$ cat config.mk
export PLATFORM = sky130hd
export DESIGN_NAME = lsu
export DESIGN_NICKNAME = d
export VERILOG_FILES = /design/src/rtl/memory_pkg.sv /design/src/rtl/lsu_load_align.sv /design/src/rtl/lsu.sv
export SDC_FILE = /design/constraint.sdc
export NUM_CORES = 1
export LEC_CHECK = 0
export ABC_AREA = 1
export CORE_AREA = 2 2 92 72
export DETAILED_ROUTE_END_ITERATION = 10
export DIE_AREA = 0 0 94 74
export PLACE_DENSITY = 0.86
export SETUP_SLACK_MARGIN = 0.02
export SYNTH_ARGS = -nofsm -noshare
export SYNTH_HDL_FRONTEND = slang
export SYNTH_SLANG_ARGS = --single-unit
$ cat constraint.sdc
create_clock -name clk_i -period 1.95 [get_ports clk_i]
set_clock_uncertainty 0.2 [all_clocks]
set_input_delay 0.195 -clock clk_i [delete_from_list [all_inputs] [get_ports clk_i]]
set_output_delay 0.195 -clock clk_i [all_outputs]
set_load 0.03 [all_outputs]
$ cat src/rtl/memory_pkg.sv
`default_nettype none
// ============================================================================
// Module      : memory_pkg
// Description : Shared load/store size codes and a size-class helper used by
//               the load/store unit and its load-alignment datapath.
// Revision    : 1.0 - initial release
// ============================================================================
package memory_pkg;

    // Core access size codes; 3, 6 and 7 are treated as word accesses.
    localparam logic [2:0] LDST_B  = 3'd0;
    localparam logic [2:0] LDST_H  = 3'd1;
    localparam logic [2:0] LDST_W  = 3'd2;
    localparam logic [2:0] LDST_BU = 3'd4;
    localparam logic [2:0] LDST_HU = 3'd5;

    // Access width class, independent of signedness.
    localparam logic [1:0] SZ_BYTE = 2'd0;
    localparam logic [1:0] SZ_HALF = 2'd1;
    localparam logic [1:0] SZ_WORD = 2'd2;

    // Collapse a size code to its width class; unknown codes map to word.
    function automatic logic [1:0] size_class(input logic [2:0] size);
        logic [1:0] cls;
        case (size)
            LDST_B, LDST_BU: cls = SZ_BYTE;
            LDST_H, LDST_HU: cls = SZ_HALF;
            default:         cls = SZ_WORD;
        endcase
        return cls;
    endfunction

endpackage
`default_nettype wire

$ cat src/rtl/lsu_load_align.sv
`default_nettype none
// ============================================================================
// Module      : lsu_load_align
// Description : Combinational load-data extraction. Selects the addressed
//               byte/half of the memory word and sign- or zero-extends it.
// Revision    : 1.0 - initial release
// ============================================================================
module lsu_load_align
    import memory_pkg::*;
(
    input  logic [31:0] mem_rd_i,
    input  logic [1:0]  offset_i,
    input  logic [2:0]  size_i,
    output logic [31:0] rd_o
);

    logic [7:0]  w_byte;
    logic [15:0] w_half;

    // Lane select by latched offset, then extend according to the size code.
    always_comb begin
        w_byte = 8'h00;
        w_half = 16'h0000;
        rd_o   = mem_rd_i;
        case (offset_i)
            2'd0:    w_byte = mem_rd_i[7:0];
            2'd1:    w_byte = mem_rd_i[15:8];
            2'd2:    w_byte = mem_rd_i[23:16];
            default: w_byte = mem_rd_i[31:24];
        endcase
        w_half = offset_i[1] ? mem_rd_i[31:16] : mem_rd_i[15:0];
        case (size_i)
            LDST_B:  rd_o = {{24{w_byte[7]}}, w_byte};
            LDST_BU: rd_o = {24'h000000, w_byte};
            LDST_H:  rd_o = {{16{w_half[15]}}, w_half};
            LDST_HU: rd_o = {16'h0000, w_half};
            default: rd_o = mem_rd_i;
        endcase
    end

endmodule
`default_nettype wire

$ cat src/rtl/lsu.sv
`default_nettype none
// ============================================================================
// Module      : lsu
// Description : Load/store unit between the core memory stage and data_mem.
//               Generates byte enables, lane-replicated store data and a
//               one-cycle request pulse, stalls the core until the memory
//               completes and extends load data.
//               Optional feature macro: LSU_MISALIGN_TRAP_EN (misaligned
//               H/HU/W accesses are trapped instead of issued).
// Revision    : 1.0 - initial release
// ============================================================================
module lsu
    import memory_pkg::*;
(
    input  logic        clk_i,
    input  logic        rst_i,
    input  logic        core_req_i,
    input  logic        core_we_i,
    input  logic [2:0]  core_size_i,
    input  logic [31:0] core_addr_i,
    input  logic [31:0] core_wd_i,
    output logic [31:0] core_rd_o,
    output logic        core_stall_o,
    output logic        misalign_o,
    output logic        mem_req_o,
    output logic        mem_we_o,
    output logic [3:0]  mem_be_o,
    output logic [31:0] mem_addr_o,
    output logic [31:0] mem_wd_o,
    input  logic [31:0] mem_rd_i,
    input  logic        mem_ready_i
);

    localparam logic [0:0] c_IDLE = 1'b0;
    localparam logic [0:0] c_BUSY = 1'b1;

    logic [0:0]  r_state;
    logic [1:0]  r_offset;
    logic [2:0]  r_size;

    logic [1:0]  w_cls;
    logic        w_misalign;
    logic        w_issue;
    logic        w_done;
    logic [31:0] w_align_rd;

    assign w_cls = size_class(core_size_i);

`ifdef LSU_MISALIGN_TRAP_EN
    // Halves must be 2-byte aligned and words 4-byte aligned.
    assign w_misalign = ((w_cls == SZ_HALF) && core_addr_i[0]) ||
                        ((w_cls == SZ_WORD) && (core_addr_i[1:0] != 2'b00));
`else
    // Misaligned accesses are issued using the truncated offset rules.
    assign w_misalign = 1'b0;
`endif

    assign w_issue = (r_state == c_IDLE) && core_req_i && !w_misalign;
    assign w_done  = (r_state == c_BUSY) && mem_ready_i;

    // Handshake outputs are combinational and forced low during reset;
    // mem_rd_i never reaches the stall path.
    assign mem_req_o    = !rst_i && w_issue;
    assign core_stall_o = !rst_i && (w_issue || ((r_state == c_BUSY) && !mem_ready_i));
    assign misalign_o   = !rst_i && (r_state == c_IDLE) && core_req_i && w_misalign;

    assign mem_we_o   = core_we_i;
    assign mem_addr_o = core_addr_i;

    // Byte enables and lane-replicated store data for the current access.
    always_comb begin
        mem_be_o = 4'b1111;
        mem_wd_o = core_wd_i;
        case (w_cls)
            SZ_BYTE: begin
                mem_be_o = 4'b0001 << core_addr_i[1:0];
                mem_wd_o = {4{core_wd_i[7:0]}};
            end
            SZ_HALF: begin
                mem_be_o = 4'b0011 << {core_addr_i[1], 1'b0};
                mem_wd_o = {2{core_wd_i[15:0]}};
            end
            default: begin
                mem_be_o = 4'b1111;
                mem_wd_o = core_wd_i;
            end
        endcase
    end

    lsu_load_align u_load_align (
        .mem_rd_i (mem_rd_i),
        .offset_i (r_offset),
        .size_i   (r_size),
        .rd_o     (w_align_rd)
    );

    // Load result is only presented in the completion cycle.
    assign core_rd_o = (!rst_i && w_done) ? w_align_rd : 32'h0000_0000;

    // IDLE/BUSY sequencing; offset and size are captured on issue for the
    // load extract in the completion cycle.
    always_ff @(posedge clk_i) begin
        if (rst_i) begin
            r_state  <= c_IDLE;
            r_offset <= 2'b00;
            r_size   <= 3'b000;
        end else begin
            case (r_state)
                c_IDLE: begin
                    if (w_issue) begin
                        r_state  <= c_BUSY;
                        r_offset <= core_addr_i[1:0];
                        r_size   <= core_size_i;
                    end
                end
                default: begin
                    if (mem_ready_i) begin
                        r_state <= c_IDLE;
                    end
                end
            endcase
        end
    end

endmodule
`default_nettype wire

## Yosys cells after proc, flatten, opt, wreduce, memory -nomap -nowiden

Cells that the tools add are included.

- Register bits after elaboration: 6
- Input port bits: 104
- Output and inout bits: 104
- Logic and storage cells: 41

- Equality and inequality tests: 9
- Shift operators: 2
- Muxes and demuxes: 10
- Bitwise operators: 1
- Reduce and logical (&&, ||, !) cells: 16

Operators by type and width:

| cell | number |
|---|---|
| one-hot mux 32 bit (4 select lines) | 1 |
| one-hot mux 32 bit (2 select lines) | 1 |
| two-way mux 32 bit | 1 |
| one-hot mux 8 bit (3 select lines) | 1 |
| two-way mux 16 bit | 1 |
| == test 3 bit, second input constant | 4 |
| one-hot mux 4 bit (2 select lines) | 1 |
| == test 3 x 1 -> 1 bit, second input constant | 2 |
| logical AND 1 bit | 6 |
| zero test 3 bit | 2 |
| == test 2 x 1 -> 1 bit, second input constant | 2 |
| zero test 2 bit | 2 |
| one-hot mux 2 bit (2 select lines) | 1 |
| OR reduction 2 bit | 2 |
| << shifter 1 x 2 -> 4 bit, first input constant | 1 |
| << shifter 2 x 2 -> 4 bit, first input constant | 1 |
| two-way mux 1 bit | 3 |
| == test 2 bit, second input constant | 1 |
| zero test 1 bit | 2 |
| AND reduction 2 bit | 1 |
| logical OR 1 bit | 1 |
| NOT 1 bit | 1 |

## Longest topological paths before layout

- Depth in word-level cells: 5
- Mapped depth: 7
- Mapped depth without buffers: 6

## By module

Synthesis repeated with hierarchy kept, for this count alone.

- Cell total of the unflattened synthesis: 429
- Area total of the unflattened synthesis: 2104.5 µm²

By module, submodules not included:

| module | instances | cells each | area each (µm²) | seq. area each (µm²) |
|---|---|---|---|---|
| lsu | 1 | 237 | 1208.7 | 120.1 |
| lsu_load_align | 1 | 192 | 895.9 | 0.0 |

## Worst setup path before layout

Ideal clock, no wire load.

- Kind: register -> output
- Start: register r_size[1]
- End: output port core_rd_o[6]
- Data arrival time: 1.512 ns
- Required time: 1.555 ns
- Slack: 0.043 ns
- Stages on the path, launching flop included: 6
- Buffers on the path: 1
- Cells stage by stage: dfxtp_1 > inv_2 > buf_2 > nand3_1 > nor2_1 > nor3_1

- Word-level cells in the longest chain between the ends: 3
- Elaborated cells on any way between the ends: 6
- Those cells by class: eq/ne: 3; mux: 2; reduce/logical: 1

RTL lines:

| what | RTL line | RTL |
|---|---|---|
| start: declaration | lsu.sv:39 | `logic [2:0] r_size;` |
| start signal: assignment | lsu.sv:113 | `r_size <= core_size_i;` |
| == test 3 bit (tied with other cells) | lsu_load_align.sv:32 | `case (size_i)` |
| one-hot mux 32 bit (4 select lines) * | lsu_load_align.sv:32 |  |
| two-way mux 32 bit * | lsu.sv:98 | `assign core_rd_o = (!rst_i && w_done) ? w_align_rd : 32'h0000_0000;` |
| end: declaration | lsu.sv:22 | `output logic [31:0] core_rd_o,` |

Every way passes the cells marked *; elsewhere a longest branch is shown, timed or not.

## Worst setup path in the final report

- Start: register r_offset[1]
- End: output port core_rd_o[14]

- Word-level cells in the longest chain between the ends: 4
- Elaborated cells on any way between the ends: 7
- Those cells by class: eq/ne: 2; mux: 4; reduce/logical: 1

RTL lines:

| what | RTL line | RTL |
|---|---|---|
| start: declaration | lsu.sv:38 | `logic [1:0] r_offset;` |
| start signal: assignment | lsu.sv:112 | `r_offset <= core_addr_i[1:0];` |
| == test 2 bit (tied with other cells) | lsu_load_align.sv:25 | `case (offset_i)` |
| one-hot mux 8 bit (3 select lines) | lsu_load_align.sv:25 |  |
| one-hot mux 32 bit (4 select lines) * | lsu_load_align.sv:32 |  |
| two-way mux 32 bit * | lsu.sv:98 |  |

Marks and branches as above.

==> results.py <==
metrics = {
    "worst_setup_path": {
        "crit_slowest_cell": "dfxtp_4",
        "critPathLaunchType": "register",
        "cp-end-kind": "output pin",
        "cpMostUsedCell": "nand2_2",
        "cp.arrival_ns": 1.58,
        "cp_data_required_time_ns": 1.55,
        "slowest_delay_ns": 0.39,
        "cp_max_fo": 8,
        "crit_type": "register to output pin",
        "worstPathCellList": "inv_6, nand2_2, nand2_2, nand2_2, nand4_4, buf_6, buf_12, a21oi_2, buf_6",
    },
    "place": {
        "place_inst": 507,
        "port_buffers": 144,
        "post-dp-hpwl_microns": 6110,
        "place_ws_ns": -0.105,
        "gp_congestion": 0.844,
    },
    "clock_network": {
        "root_buffer": "clkbuf_8",
        "cts.path.max_buffers": 2,
        "clkTransAtPathRegs_ns": 0.04,
        "clock_latency_ns": 0.22,
        "cts_max_level": 1,
        "cts_buffers": 3,
        "cts_sinks": 6,
        "cts_tree": "built",
        "hold_buffers": 0,
    },
    "die": {
        "dieWidth_microns": 94,
        "dieArea_sq_mm": 0.00696,
        "start_util": 0.282,
        "num_rows": 25,
        "ioPinCount": 208,
        "core-area_sq_mm": 0.00610,
        "dieHeight_microns": 74,
    },
    "drt": {
        "first_pass_iters": 5,
        "drc": 0,
        "viasPerCell": 5.02,
        "routed_wl_microns": 8220,
        "wire_per_inst_microns": 15.9,
        "ant_nets": 0,
        "drtIter0Drc": 317,
        "vias": 2602,
    },
    "sta": {
        "final-hold-violation-count": 0,
        "period_share": 1.01,
        "fmax_mhz": 506,
        "setup_slack_ns": -0.0275,
        "setup_violations": 13,
        "drv_slew": 0,
        "grt_setup_unrepaired": "yes",
        "fin_crit_ns": 1.98,
    },
    "logic_synthesis": {
        "yosysUniqueCellTypes": 24,
        "synth_nets": 422,
        "yosysTopAreaCellShare": 0.184,
        "synth_area_per_cell_sq_um": 5.40,
        "ys_ff_latch": 6,
        "synth_ff_type": "dfxtp_1",
        "yosysWarnings": 0,
        "postSynthCellCount": 318,
        "synth_area_leader_cell": "buf_4",
        "synthesis.area_sq_mm": 0.00172,
        "seq_area_frac_synth": 0.0699,
        "synth_edf_count": 0,
        "synth_area_leaders": "buf_4 18%, nand2_1 17%, o21ai_0 15%",
        "async_flop_share": 0,
        "synthTopCellsByCount": "80 x nand2_1, 53 x o21ai_0, 42 x buf_4",
        "yosysMostFrequentCell": "nand2_1",
    },
    "final_layout": {
        "num-nets-final": 543,
        "finalNonFillerCells": 518,
        "num_antenna_cells": 0,
        "final_util": 0.569,
        "synthToLayoutAreaGrowth_pct": 102,
        "drive_above_1_share": 0.325,
    },
    "global_route": {
        "grt_max_degree": 40,
        "grt_pass1_wl_microns": 11800,
        "antenna_found_initial": 0,
        "grt_pass1_vias": 2324,
        "met1_usage": 0.296,
        "busiest_layer": "met2",
        "grt_util_met2": 0.330,
        "use_met3": 0.0709,
        "gr-total-overflow": 0,
        "grt_usage": 0.213,
    },
    "power": {
        "irDropWorstVdd_v": 0.000193,
        "power.leakage_nw": 1.51,
        "cellPowerDensity_mw_per_mm2": 397,
    },
    "outcome": {
        "violations": "setup timing",
        "status": "finished, violations left",
    },
    "run": {
        "maxCapViolCount": 0,
    },
    "worst_hold_path": {
        "min_path_type": "input port to register",
    },
}
## state kept, by name, indices dropped and copies added, names as in the netlist
register	flops
r_offset	2
r_state	1
r_size	3
## per-layer routing
layer	wire length [microns]	vias to the layer above	share of wire
li1	-	1233	-
met1	3340	1204	0.41
met2	3970	143	0.48
met3	771	22	0.094
met4	147	0	0.018
met5	0	-	0
## power breakdown
part | switching [W] | total [W] | internal (W)
logic | 0.000575 | 0.00104 | 0.000467
clock network | 0.0000547 | 0.000188 | 0.000133
registers | 0.0000126 | 0.000147 | 0.000135
## logic make-up (layout without fill, tap and decap cells)
family,after synthesis,in the layout,synth area share
and+or+nand+nor,128,128,0.307
AOI/OAI and AO/OA,95,95,0.318
buffers and inverters,88,207,0.302
DFF,6,6,0.0699
other,1,1,0.00218
## cell type report
type	count	area [sq um]
Tap cell	81	101
Inverter	27	106
Clock buffer	3	41.3
Fill cell	562	2630
Sequential cell	6	126
Timing Repair Buffer	177	1800
Multi-Input combinational cell	224	1290
## critical path, delay by kind of cell, from the launching register on
kind            cells  cell delay [ns]
buf+inv             4             0.50
flops               1             0.39
simple gates        4             0.32
compound gates      1             0.15
## final timing paths
kind              depth (start not counted)  slack, ns            end         from
setup / recovery                          9      -0.03  core_rd_o[14]  r_offset[1]
hold / removal                            3       0.14        r_state  mem_ready_i
setup reg to reg                          5       0.74      r_size[0]      r_state
hold reg to reg                           2       0.36    r_offset[0]  r_offset[0]
## layout by cell type (no fill, tap or decap), drive strengths merged, types with 5 or more instances in the layout
cell | Yosys | layout
a211oi | 5 | 5
a21oi | 26 | 26
buf | 53 | 94
clkdlybuf4s50 | 0 | 77
dfxtp | 6 | 6
inv | 27 | 27
nand2 | 81 | 81
nand3 | 6 | 6
nor2 | 36 | 36
o211ai | 7 | 7
o21ai | 57 | 57
## through the flow
| step | power, W | cell area (sq um) | setup TNS [ns] | hold slack (ns) |
|---|---|---|---|---|
| global route | 0.00146 | 3470 | -1.05 | 0.164 |
| finish | 0.00138 | 3470 | -0.123 | 0.138 |
| detailed placement | 0.00101 | 3000 | -1.37 | 0.190 |
| global placement | 0.000999 | 3000 | -1.01 | 0.190 |
| floorplan | 0.000726 | 1720 | 0 | 0.171 |
| CTS | 0.00129 | 3240 | -0.0304 | 0.190 |
## what timing repair did
item | in CTS | in global routing
pin swaps | 6 | 10
gates cloned | 1 | 1
endpoints found under the setup margin | 28 | 32
gates resized for setup | 42 | 50
hold endpoints to repair | 0 | 0
setup buffers | 4 | 2
Power figures use the tool's default switching activity.
